### src/rtl/cpu_mem_if.sv
// CPU <-> memory bus: instruction fetch port plus a stall-capable data port.
// Data handshake: READ/WRITE with ADDRESS/WRITEDATA form a request that stays asserted and stable
// while BUSYWAIT is high; the access completes on the first rising edge that sees BUSYWAIT low.
interface cpu_mem_if #(
  parameter int DATA_W = 8
);
  logic [31:0]       INSTRUCTION;
  logic [31:0]       PC;
  logic              READ;
  logic              WRITE;
  logic [DATA_W-1:0] ADDRESS;
  logic [DATA_W-1:0] WRITEDATA;
  logic [DATA_W-1:0] READDATA;
  logic              BUSYWAIT;
  logic [31:0]       INSTR_COUNT;

  modport master (
    input  INSTRUCTION, READDATA, BUSYWAIT,
    output PC, READ, WRITE, ADDRESS, WRITEDATA, INSTR_COUNT
  );

  modport slave (
    output INSTRUCTION, READDATA, BUSYWAIT,
    input  PC, READ, WRITE, ADDRESS, WRITEDATA, INSTR_COUNT
  );
endinterface

### src/rtl/cpu_mem.sv
// Single-issue CPU core: one-cycle ALU/branch instructions, two-state controller for
// stallable data-memory loads and stores.
module cpu_mem #(
  parameter int DATA_W     = 8,
  parameter int REG_ADDR_W = 3
) (
  input  logic      CLK,
  input  logic      RESET,
  cpu_mem_if.master bus,
  output logic      dbg_state_o
);
  localparam int NREG = 1 << REG_ADDR_W;

  localparam logic [7:0] OP_LOADI = 8'h00;
  localparam logic [7:0] OP_MOV   = 8'h01;
  localparam logic [7:0] OP_ADD   = 8'h02;
  localparam logic [7:0] OP_SUB   = 8'h03;
  localparam logic [7:0] OP_AND   = 8'h04;
  localparam logic [7:0] OP_OR    = 8'h05;
  localparam logic [7:0] OP_J     = 8'h06;
  localparam logic [7:0] OP_BEQ   = 8'h07;
  localparam logic [7:0] OP_BNE   = 8'h08;
  localparam logic [7:0] OP_SLL   = 8'h09;
  localparam logic [7:0] OP_SRL   = 8'h0A;
  localparam logic [7:0] OP_SRA   = 8'h0B;
  localparam logic [7:0] OP_ROR   = 8'h0C;
  localparam logic [7:0] OP_LWD   = 8'h0E;
  localparam logic [7:0] OP_LWI   = 8'h0F;
  localparam logic [7:0] OP_SWD   = 8'h10;
  localparam logic [7:0] OP_SWI   = 8'h11;

  typedef enum logic {
    EXEC     = 1'b0,
    MEM_WAIT = 1'b1
  } state_t;

  state_t            state_q;
  logic [31:0]       pc_q;
  logic [31:0]       cnt_q;
  logic [DATA_W-1:0] regs_q [NREG];

  logic [7:0]            op;
  logic [7:0]            imm;
  logic [7:0]            off;
  logic [REG_ADDR_W-1:0] rd;
  logic [REG_ADDR_W-1:0] rs1;
  logic [REG_ADDR_W-1:0] rs2;
  logic [DATA_W-1:0]     rs1_v;
  logic [DATA_W-1:0]     rs2_v;
  logic [31:0]           imm_w;
  logic [31:0]           rot_amt;
  logic [31:0]           pc_inc;
  logic [31:0]           target;
  logic                  is_load;
  logic                  is_store;
  logic                  is_mem;
  logic [DATA_W-1:0]     mem_addr;
  logic                  wr_en_d;
  logic [DATA_W-1:0]     wr_val_d;
  logic [31:0]           pc_d;
  logic                  unused_rs1_hi;

  assign op    = bus.INSTRUCTION[31:24];
  assign off   = bus.INSTRUCTION[23:16];
  assign imm   = bus.INSTRUCTION[7:0];
  assign rd    = bus.INSTRUCTION[16 +: REG_ADDR_W];
  assign rs1   = bus.INSTRUCTION[8 +: REG_ADDR_W];
  assign rs2   = bus.INSTRUCTION[0 +: REG_ADDR_W];
  assign unused_rs1_hi = ^bus.INSTRUCTION[15:8];

  assign rs1_v   = regs_q[rs1];
  assign rs2_v   = regs_q[rs2];
  assign imm_w   = 32'(imm);
  assign rot_amt = imm_w % 32'(DATA_W);
  assign pc_inc  = pc_q + 32'd4;
  assign target  = pc_inc + {{22{off[7]}}, off, 2'b00};

  assign is_load  = (op == OP_LWD) || (op == OP_LWI);
  assign is_store = (op == OP_SWD) || (op == OP_SWI);
  assign is_mem   = is_load || is_store;
  assign mem_addr = ((op == OP_LWD) || (op == OP_SWD)) ? rs2_v : DATA_W'(imm);

  always_comb begin
    wr_en_d  = 1'b0;
    wr_val_d = '0;
    pc_d     = pc_inc;
    case (op)
      OP_LOADI: begin wr_en_d = 1'b1; wr_val_d = DATA_W'($signed(imm)); end
      OP_MOV:   begin wr_en_d = 1'b1; wr_val_d = rs2_v; end
      OP_ADD:   begin wr_en_d = 1'b1; wr_val_d = rs1_v + rs2_v; end
      OP_SUB:   begin wr_en_d = 1'b1; wr_val_d = rs1_v - rs2_v; end
      OP_AND:   begin wr_en_d = 1'b1; wr_val_d = rs1_v & rs2_v; end
      OP_OR:    begin wr_en_d = 1'b1; wr_val_d = rs1_v | rs2_v; end
      // Oversized shift amounts saturate explicitly rather than relying on operator semantics.
      OP_SLL: begin
        wr_en_d  = 1'b1;
        wr_val_d = (imm_w >= 32'(DATA_W)) ? '0 : (rs1_v << imm_w);
      end
      OP_SRL: begin
        wr_en_d  = 1'b1;
        wr_val_d = (imm_w >= 32'(DATA_W)) ? '0 : (rs1_v >> imm_w);
      end
      OP_SRA: begin
        wr_en_d  = 1'b1;
        wr_val_d = (imm_w >= 32'(DATA_W)) ? {DATA_W{rs1_v[DATA_W-1]}}
                                          : DATA_W'($signed(rs1_v) >>> imm_w);
      end
      // A rotate by zero leaves the left shift at full width, which yields zero and keeps rs1.
      OP_ROR: begin
        wr_en_d  = 1'b1;
        wr_val_d = (rs1_v >> rot_amt) | (rs1_v << (32'(DATA_W) - rot_amt));
      end
      OP_J:   pc_d = target;
      OP_BEQ: if (rs1_v == rs2_v) pc_d = target;
      OP_BNE: if (rs1_v != rs2_v) pc_d = target;
      default: ;
    endcase
  end

  always_ff @(posedge CLK or negedge RESET) begin
    if (!RESET) begin
      state_q <= EXEC;
      pc_q    <= '0;
      cnt_q   <= '0;
      for (int i = 0; i < NREG; i++) regs_q[i] <= '0;
    end else begin
      case (state_q)
        EXEC: begin
          if (is_mem) begin
            state_q <= MEM_WAIT;
          end else begin
            if (wr_en_d) regs_q[rd] <= wr_val_d;
            pc_q  <= pc_d;
            cnt_q <= cnt_q + 32'd1;
          end
        end
        MEM_WAIT: begin
          if (!bus.BUSYWAIT) begin
            if (is_load) regs_q[rd] <= bus.READDATA;
            pc_q    <= pc_inc;
            cnt_q   <= cnt_q + 32'd1;
            state_q <= EXEC;
          end
        end
      endcase
    end
  end

  // Requests are gated by reset so an in-flight access drops without waiting for a clock.
  assign bus.READ        = RESET & is_load;
  assign bus.WRITE       = RESET & is_store;
  assign bus.ADDRESS     = (RESET && is_mem) ? mem_addr : '0;
  assign bus.WRITEDATA   = (RESET && is_store) ? rs1_v : '0;
  assign bus.PC          = pc_q;
  assign bus.INSTR_COUNT = cnt_q;
  assign dbg_state_o     = (state_q == MEM_WAIT);
endmodule

### src/flat_wrapper.sv
// flat-port wrapper written by rule: the top's interface ports become plain ports
module cpu_mem_flat 
#(
  parameter int DATA_W     = 8,
  parameter int REG_ADDR_W = 3
)
  (CLK, RESET, dbg_state_o, bus_INSTRUCTION, bus_READDATA, bus_BUSYWAIT, bus_PC, bus_READ, bus_WRITE, bus_ADDRESS, bus_WRITEDATA, bus_INSTR_COUNT);
  cpu_mem_if #(.DATA_W(DATA_W)) bus_i ();
  input  logic CLK;
  input  logic RESET;
  output logic dbg_state_o;
  input wire logic [$bits(bus_i.INSTRUCTION)-1:0] bus_INSTRUCTION;
  input wire logic [$bits(bus_i.READDATA)-1:0] bus_READDATA;
  input wire logic [$bits(bus_i.BUSYWAIT)-1:0] bus_BUSYWAIT;
  output wire logic [$bits(bus_i.PC)-1:0] bus_PC;
  output wire logic [$bits(bus_i.READ)-1:0] bus_READ;
  output wire logic [$bits(bus_i.WRITE)-1:0] bus_WRITE;
  output wire logic [$bits(bus_i.ADDRESS)-1:0] bus_ADDRESS;
  output wire logic [$bits(bus_i.WRITEDATA)-1:0] bus_WRITEDATA;
  output wire logic [$bits(bus_i.INSTR_COUNT)-1:0] bus_INSTR_COUNT;
  assign bus_i.INSTRUCTION = bus_INSTRUCTION;
  assign bus_i.READDATA = bus_READDATA;
  assign bus_i.BUSYWAIT = bus_BUSYWAIT;
  assign bus_PC = bus_i.PC;
  assign bus_READ = bus_i.READ;
  assign bus_WRITE = bus_i.WRITE;
  assign bus_ADDRESS = bus_i.ADDRESS;
  assign bus_WRITEDATA = bus_i.WRITEDATA;
  assign bus_INSTR_COUNT = bus_i.INSTR_COUNT;
  cpu_mem #(.DATA_W(DATA_W), .REG_ADDR_W(REG_ADDR_W)) u_core (.CLK(CLK), .RESET(RESET), .bus(bus_i), .dbg_state_o(dbg_state_o));
endmodule
### config.mk
export PLATFORM = sky130hd
export DESIGN_NAME = cpu_mem_flat
export DESIGN_NICKNAME = d
export VERILOG_FILES = /design/src/rtl/cpu_mem_if.sv /design/src/rtl/cpu_mem.sv /design/src/flat_wrapper.sv
export SDC_FILE = /design/constraint.sdc
export NUM_CORES = 1
export LEC_CHECK = 0
export ABC_AREA = 1
export BUFFER_PORTS_ARGS = -buffer_cell sky130_fd_sc_hd__buf_2
export CAP_MARGIN = 40
export CORE_ASPECT_RATIO = 0.8
export CORE_MARGIN = 8
export CORE_UTILIZATION = 30
export CTS_BUF_LIST = sky130_fd_sc_hd__clkbuf_4
export CTS_CLUSTER_SIZE = 10
export DETAILED_ROUTE_END_ITERATION = 10
export MAX_ROUTING_LAYER = met4
export PLACE_DENSITY = 0.54
export SYNTH_ARGS = -nofsm -noshare
export SYNTH_HDL_FRONTEND = slang
export SYNTH_SLANG_ARGS = --single-unit
### constraint.sdc
create_clock -name CLK -period 2.8 [get_ports CLK]
set_input_delay 0.84 -clock CLK [delete_from_list [all_inputs] [get_ports CLK]]
set_output_delay 0.84 -clock CLK [all_outputs]
set_load 0.01 [all_outputs]
==> out/metrics.csv, run 1 <==
stage,metric,value,unit
die,die_area,48690,um2
sta,hold_viol,0,
grt,antenna_found_initial,1,
yosys,syn_inst,2037,
flow_run,cap_violations,0,
sta,fin_crit_sh,115.7,%
sta,setup_viol,91,
power_and_ir_drop,p_leak,10.19,nW
grt,track_usage,21.70,%
sta,skew,0.04462,ns
cells_and_area,utilization,49.85,%
yosys,synthArstFlopShare,100.0,%
clock_network,tritoncts,built,
sta,rsz0062_at_grt,true,
power_and_ir_drop,power_density,639.6,nW/um2
worst_setup_path,crit_path_end_kind,register,
cells_and_area,final_layout_size_suffix_gt1_share,43.60,%
grt,grt_pass1_wl,82450,um
yosys,syn-cell-area,12550,um2
sta,min_period,3.240,ns
place,io_buffers,118,
yosys,ys_types,57,
clock_network,root_buffer,clkbuf_4,
grt,grt_pass1_vias,15300,
drt,totalWireLength,54990,um
sta,max_slew.worst_pin.slew,0.7917,ns
cells_and_area,stdcell_count,3134,
sta,drv_slew,0,
grt,grt_max_degree,128,
worst_setup_path,crit_path_start,u_core.bus.PC[3],
yosys,synth_flop_cell,dfrtp_1,
die,initial_utilization,30.19,%
worst_setup_path,rrSetupSlack,-0.44,ns
place,gp_congestion,0.9985,
yosys,synth_seq_cells,127,
cells_and_area,area_growth,65.11,%
drt,drt_iter0_drc,1532,
worst_setup_path,r2r-end,u_core.bus.PC[24],
sta,worst_slack,-0.4397,ns
drt,wl_per_cell,17.55,um
yosys,avgSynthCellArea,6.163,um2
worst_setup_path,crit_fanout,4,
sta,setup_tns,-15.95,ns
die,die_width,244.7,um
cells_and_area,final_common_cell,nand2_1,
place,detailed_place_hpwl,39100,um
power_and_ir_drop,peakVddDrop,0.5340,mV
die,num_io_pins,126,
worst_setup_path,crit_path_end,u_core.bus.PC[24],
drt,drcViolationCount,0,
grt,grt-ovfl-total,0,
clock_network,htreeDepth,4,
yosys,ys_seq_area_share,25.31,%
sta,relSlewSlack,47.22,%
worst_setup_path,r2r_start,u_core.bus.PC[3],
die,die_h,199.0,um
yosys,synth_enable_flop_cells,0,
clock_network,clock_sinks,127,
power_and_ir_drop,totalPowerFinal,0.01326,W
clock_network,cts_hold_buf,0,
die,num_rows,67,
drt,viasPerCell,5.102,
worst_setup_path,critPathKind,reg -> reg,
drt,ant_nets,0,
cells_and_area,final_nets,2673,
sta,fmax,308.7,MHz
run_status,status,"complete, but fails checks",
worst_setup_path,crit_path_start_kind,register,
run_status,violations,setup timing,
clock_network,cts_inserted_buffers,17,
clock_network,ctsLongestPathBuffers,2,
cells_and_area,final_cell_mix,"533 x nand2_1, 340 x buf_4, 190 x inv_1",
drt,vias,15990,
clock_network,insertion_delay,0.65,ns
place,dpl.cell_count,2998,
die,coreArea,41580,um2
worst_setup_path,cp.arrival,3.80,ns
clock_network,path_clk_slew,0.15,ns
min_path,hold_path_class,in -> async,
drt,first_pass_iters,8,
place,post-place-ws,-0.7963,ns
worst_setup_path,ff2ff_path_depth,18,
worst_setup_path,crit_required,3.36,ns
yosys,yosys_warnings,0,
worst max-delay path: stages, from the launching register on:
cell	delay (ns)
dfrtp_2	0.44
ha_2	0.22
nand2_2	0.08
nor2_4	0.10
nand2_2	0.10
nor3_4	0.23
nand2_2	0.14
xnor2_2	0.19
ha_1	0.34
buf_4	0.13
nand2_1	0.12
nor2_2	0.20
inv_1	0.10
nor2_2	0.16
nand4_1	0.14
nand3_2	0.14
or2_2	0.12
nand3_1	0.06
a22oi_1	0.15
worst min-delay path by stage:
stage                      start                 to  slack, ns  cells past startpoint
3_5_place_dp   u_core.regs_q[54]  u_core.regs_q[54]       0.47                      2
5_1_grt                    RESET  u_core.regs_q[47]       0.34                      2
3_3_place_gp   u_core.regs_q[21]  u_core.regs_q[21]       0.46                      2
6_report                   RESET  u_core.regs_q[28]       0.29                      2
4_1_cts                    RESET  u_core.regs_q[44]       0.34                      2
2_1_floorplan   u_core.regs_q[1]   u_core.regs_q[1]       0.45                      2
synthesized netlist by cell type (4+ instances only):
master	number	area share [%]
xnor2_1	16	1.1
nor2_2	8	0.40
a22oi_1	10	0.60
o21ai_1	20	0.80
buf_4	5	0.30
a21o_1	4	0.24
nand3_2	16	1.3
o211ai_1	5	0.30
buf_2	27	1.1
xor2_1	47	3.3
ha_1	60	6.0
inv_2	5	0.15
or2_2	9	0.45
nor2_1	251	7.5
inv_1	235	7.0
a21oi_1	131	5.2
nand2_2	6	0.30
nor3_2	5	0.40
nor4_1	9	0.45
o21bai_1	5	0.30
nand2_1	633	19
buf_6	11	0.99
nor3_1	38	1.5
clkbuf_1	13	0.39
and2_1	4	0.20
nand3_1	149	5.9
o21ai_0	120	4.8
nand4_1	28	1.4
dfrtp_1	127	25
cells by family after synthesis:
| family | count (synthesis) | share of synthesized area (%) |
|---|---|---|
| simple gates | 1163 | 39.45 |
| compound gates | 321 | 14.03 |
| buf+inv | 297 | 9.956 |
| flops | 127 | 25.31 |
| xor+xnor | 65 | 4.764 |
| fa+ha+maj | 63 | 6.458 |
| other cells | 1 | 0.02987 |
stage by stage:
| step | instance area, um2 | hold slack [ns] |
|---|---|---|
| after floorplan | 12950 | 0.4488 |
| after global placement | 16620 | 0.4642 |
| after detailed placement | 16620 | 0.4651 |
| after CTS | 19080 | 0.3369 |
| after global routing | 20730 | 0.3441 |
| final | 20730 | 0.2928 |
power breakdown:
part           switching (W)  total [W]  internal [W]
registers           0.000390    0.00257       0.00218
clock network       0.000957    0.00145      0.000493
logic                0.00492    0.00924       0.00432
cell type report:
cell class / instances / area (um2)
inverters: 241 / 967.2
clock buffers: 17 / 127.6
flip-flops and latches: 127 / 3183
fillers: 4043 / 20850
clock inverters: 15 / 177.7
multi-input cells: 1614 / 10680
repair buffers: 566 / 4896
diodes: 2 / 5.005
well taps: 552 / 690.7
sequential cells by signal, summed over array words and instances (netlist names):
register                cells
u_core.bus.INSTR_COUNT     32
u_core.dbg_state_o          1
u_core.bus.PC              30
u_core.regs_q              64
layer usage:
metal,up-vias,share of wire [%],track usage (%)
met5,-,0,-
met4,0,2.7,6.326
met3,94,8.2,3.824
met2,676,43,31.96
met1,7580,46,30.11
li1,7640,-,-
what timing repair did:
item	in CTS	in global routing
gates cloned	12	1
endpoints found under the setup margin	84	103
pin swaps	135	152
buffers inserted	60	40
gates resized for setup	375	342
Note: power is estimated with default switching activity, not from simulation.
==> run 2, diff against run 1 <==
--- a/config.mk
+++ b/config.mk
@@ -5,7 +5,6 @@
 export SDC_FILE = /design/constraint.sdc
 export NUM_CORES = 1
 export LEC_CHECK = 0
-export ABC_AREA = 1
 export BUFFER_PORTS_ARGS = -buffer_cell sky130_fd_sc_hd__buf_2
 export CAP_MARGIN = 40
 export CORE_ASPECT_RATIO = 0.8
@@ -16,6 +15,7 @@
 export DETAILED_ROUTE_END_ITERATION = 10
 export MAX_ROUTING_LAYER = met4
 export PLACE_DENSITY = 0.54
+export SETUP_SLACK_MARGIN = 0.02
 export SYNTH_ARGS = -nofsm -noshare
 export SYNTH_HDL_FRONTEND = slang
 export SYNTH_SLANG_ARGS = --single-unit
==> run 2 against run 1 <==
Effect of this change: the run still ends with setup timing left; final cell count shrank 30%; synthesized cell count fell by 40%; sequential share of layout area rose by 2.6 points; clock power decreased by 6%; worst hold slack better by 0.15 ns; synthesized area is 14% lower; first-iteration DRC count is 47% lower; via count down 28%; total power shrank 5.3%; combinational power decreased by 6.4%; design area decreased by 15%; setup slack got worse by 0.52 ns; critical endpoint is now u_core.bus.PC[31].
==> out/metrics.csv, run 2 <==
stage,metric,value,unit,change
run_status,status,"complete, but fails checks",,
run_status,violations,setup timing,,
yosys,ys_seq_area_share,29.58,%,+4.3 points
sta,setup_viol,112,,+23%
power_and_ir_drop,peakVddDrop,0.3702,mV,-31%
die,num_io_pins,126,,unchanged
die,num_rows,62,,-7.5%
sta,fmax,265.8,MHz,-14%
worst_setup_path,cp.arrival,4.21,ns,+0.41 ns
worst_setup_path,cp.depth,19,,+1
yosys,synth_enable_flop_cells,0,,unchanged
clock_network,htreeDepth,4,,unchanged
sta,skew,0.02168,ns,-0.02294 ns
worst_setup_path,path_cells,and4_4 > nand3_4 > or3_4 > nor4_4 > buf_4 > nand3_4 > xnor2_4 > ha_4 > o21ai_2 > nand2b_1 > nand3_4 > nor4_4 > nor2_2 > nand3_1 > a31oi_1 > xnor2_1 > buf_4 > mux2i_1 > o221ai_1,,
worst_setup_path,slowest_delay,0.45,ns,about the same
drt,wl_per_cell,19.17,um,+9.3%
worst_setup_path,crit_fanout,3,,-1
clock_network,ctsLongestPathBuffers,2,,unchanged
die,die_width,227.6,um,-7.0%
yosys,synth_most_common_cell,nand2_1,,
drt,first_pass_iters,5,,-3
sta,fin_crit_sh,134.4,%,+19 points
sta,max_slew.worst_pin.slew,0.7302,ns,-0.06155 ns
yosys,synth_top_cell_area_share,29.58,%,+4.3 points
drt,ant_nets,0,,unchanged
power_and_ir_drop,power_density,710.6,nW/um2,+11%
grt,grt_pass1_vias,11580,,-24%
yosys,ys_types,77,,+35%
sta,hold_viol,0,,unchanged
cells_and_area,final_area,17660,um2,-15%
worst_setup_path,r2r-end,u_core.bus.PC[31],,
worst_setup_path,crit_required,3.24,ns,-0.12 ns
worst_setup_path,path_delay_family,simple AND/OR/NAND/NOR gates,,
clock_network,insertion_delay,0.57,ns,-0.08 ns
yosys,ys_top_cells_by_count,"132 x nand2_1, 127 x dfrtp_1, 111 x nor2_1",,
yosys,synthArstFlopShare,100.0,%,unchanged
cells_and_area,final_nets,1819,,-32%
worst_setup_path,crit_path_start,u_core.bus.PC[10],,
clock_network,tritoncts,built,,
worst_setup_path,critPathMostFrequentCell,nand3_4,,
worst_setup_path,crit_path_start_kind,register,,
drt,viasPerCell,5.200,,+1.9%
place,detailed_place_hpwl,31080,um,-21%
clock_network,clock_sinks,127,,unchanged
yosys,ys_top_cells_by_area,"dfrtp_1 30%, ha_1 7.0%, mux4_2 5.5%, nand2_1 4.6%, xnor2_1 4.6%",,
grt,grt_max_degree,128,,unchanged
drt,drt_iter0_drc,809,,-47%
worst_setup_path,crit_path_end,u_core.bus.PC[31],,
drt,totalWireLength,42320,um,-23%
sta,worst_slack,-0.9622,ns,-0.5225 ns
yosys,avgSynthCellArea,8.849,um2,+44%
worst_setup_path,rrSetupSlack,-0.96,ns,-0.52 ns
cells_and_area,largest_reg_flops,64,,unchanged
sta,rsz0062_at_grt,true,,
clock_network,path_clk_slew,0.14,ns,about the same
cells_and_area,final_layout_size_suffix_gt1_share,53.82,%,+10 points
die,coreArea,35610,um2,-14%
cells_and_area,utilization,49.60,%,-0.25 points
worst_setup_path,ff2ff_path_depth,19,,+1
worst_setup_path,crit_path_end_kind,register,,
place,post-place-ws,-1.517,ns,-0.7207 ns
grt,grt_pass1_wl,65360,um,-21%
drt,vias,11480,,-28%
cells_and_area,final_common_cell,buf_4,,
clock_network,root_buffer,clkbuf_4,,
cells_and_area,top_register,u_core.regs_q,,
cells_and_area,area_growth,64.41,%,
sta,min_period,3.762,ns,+0.5225 ns
yosys,post-synth-top-area-cell,dfrtp_1,,
clock_network,cts_inserted_buffers,17,,unchanged
power_and_ir_drop,p_leak,8.066,nW,-21%
yosys,synth_flop_cell,dfrtp_1,,
yosys,yosys_warnings,0,,unchanged
grt,grt-ovfl-total,0,,unchanged
worst_setup_path,critPathKind,reg -> reg,,
worst_setup_path,crit_path_top_delay_cell,or3_4,,
flow_run,cap_violations,0,,unchanged
die,initial_utilization,30.17,%,about the same
grt,antenna_found_initial,1,,unchanged
place,placed_cell_area,15030,um2,-9.6%
place,io_buffers,118,,unchanged
drt,drcViolationCount,0,,unchanged
grt,track_usage,20.33,%,-1.4 points
worst_setup_path,r2r_start,u_core.bus.PC[10],,
cells_and_area,final_cell_mix,"357 x buf_4, 126 x dfrtp_1, 111 x nand2_1",,
yosys,syn_inst,1214,,-40%
place,gp_congestion,0.9279,,-7.1%
die,die_h,185.3,um,-6.9%
sta,relSlewSlack,51.32,%,+4.1 points
sta,drv_slew,0,,unchanged
worst_setup_path,crit_buf_inv,2,,unchanged
die,die_area,42160,um2,-13%
yosys,syn-cell-area,10740,um2,-14%
min_path,hold_path_class,in -> async,,
yosys,synth_seq_cells,127,,unchanged
run 2: cell types whose count changed after synthesis, moves of 28 or more:
cell | previous run | this run
a21oi_1 | 131 | 84
clkbuf_1 | 13 | 41
inv_1 | 235 | 46
mux2_2 | 0 | 40
nand2_1 | 633 | 132
nand3_1 | 149 | 40
nor2_1 | 251 | 111
o21ai_0 | 120 | 72
xnor2_1 | 16 | 56
run 2: layout make-up:
type	count	area, um2
inverters	50	197.7
flip-flops and latches	127	3179
diodes	1	2.502
well taps	480	600.6
multi-input cells	974	8954
clock buffers	17	127.6
fillers	3289	17940
repair buffers	543	4436
clock inverters	15	165.2
run 2: kinds of logic (layout without fill, tap and decap cells):
family / count (synthesis) / in the layout / share of synthesized area (%)
multiplexers: 101 / 101 / 14.66
XOR/XNOR: 85 / 85 / 6.930
AND/OR/NAND/NOR: 414 / 414 / 18.08
other: 1 / 3 / 0.03491
buffers and inverters: 114 / 625 / 4.484
adder cells (fa/ha/maj): 63 / 63 / 7.547
AO/OA/AOI/OAI: 309 / 309 / 18.68
flip-flops: 127 / 127 / 29.58
run 2: report_power, final:
part,leakage (nW),total [W],switching (W),internal (W)
logic,6.25,0.00865,0.00442,0.00423
clock network,0.155,0.00136,0.000877,0.000487
registers,1.66,0.00253,0.000352,0.00218
run 2: metrics by stage:
stage / total power [W] / hold WS [ns] / setup TNS (ns) / instances
after floorplan: 0.006211 / 0.4600 / -94.65 / 1215
after global placement: 0.009303 / 0.4529 / -135.19 / 2106
after detailed placement: 0.009361 / 0.4560 / -139.09 / 2106
after CTS: 0.01175 / 0.4351 / -60.39 / 2192
after global routing: 0.01341 / 0.4695 / -75.17 / 2207
final: 0.01255 / 0.4419 / -66.32 / 2207
run 2: worst min path at each step:
stage / slack [ns] / end / startpoint / cells after the start
floorplan: 0.46 / u_core.regs_q[11] / u_core.regs_q[11] / 2
finish: 0.44 / u_core.regs_q[40] / RESET / 2
global placement: 0.45 / u_core.bus.INSTR_COUNT[31] / u_core.bus.INSTR_COUNT[31] / 1
detailed placement: 0.46 / u_core.bus.INSTR_COUNT[31] / u_core.bus.INSTR_COUNT[31] / 1
global route: 0.47 / u_core.regs_q[37] / RESET / 2
CTS: 0.44 / u_core.bus.INSTR_COUNT[19] / RESET / 2
run 2: routing by layer:
| metal | global-route usage, % | vias to the layer above | wire (um) |
|---|---|---|---|
| li1 | - | 5463 | - |
| met1 | 27.87 | 5682 | 20050 |
| met2 | 30.60 | 277 | 19540 |
| met3 | 3.260 | 55 | 1792 |
| met4 | 5.971 | 0 | 930 |
| met5 | - | - | 0 |
run 2: what timing repair did:
action | CTS | global route
endpoints found under the setup margin | 112 | 112
resized for setup | 239 | 148
hold buffers | 0 | 0
setup buffers | 59 | 29
gates cloned | 3 | 0
pin swaps | 111 | 116
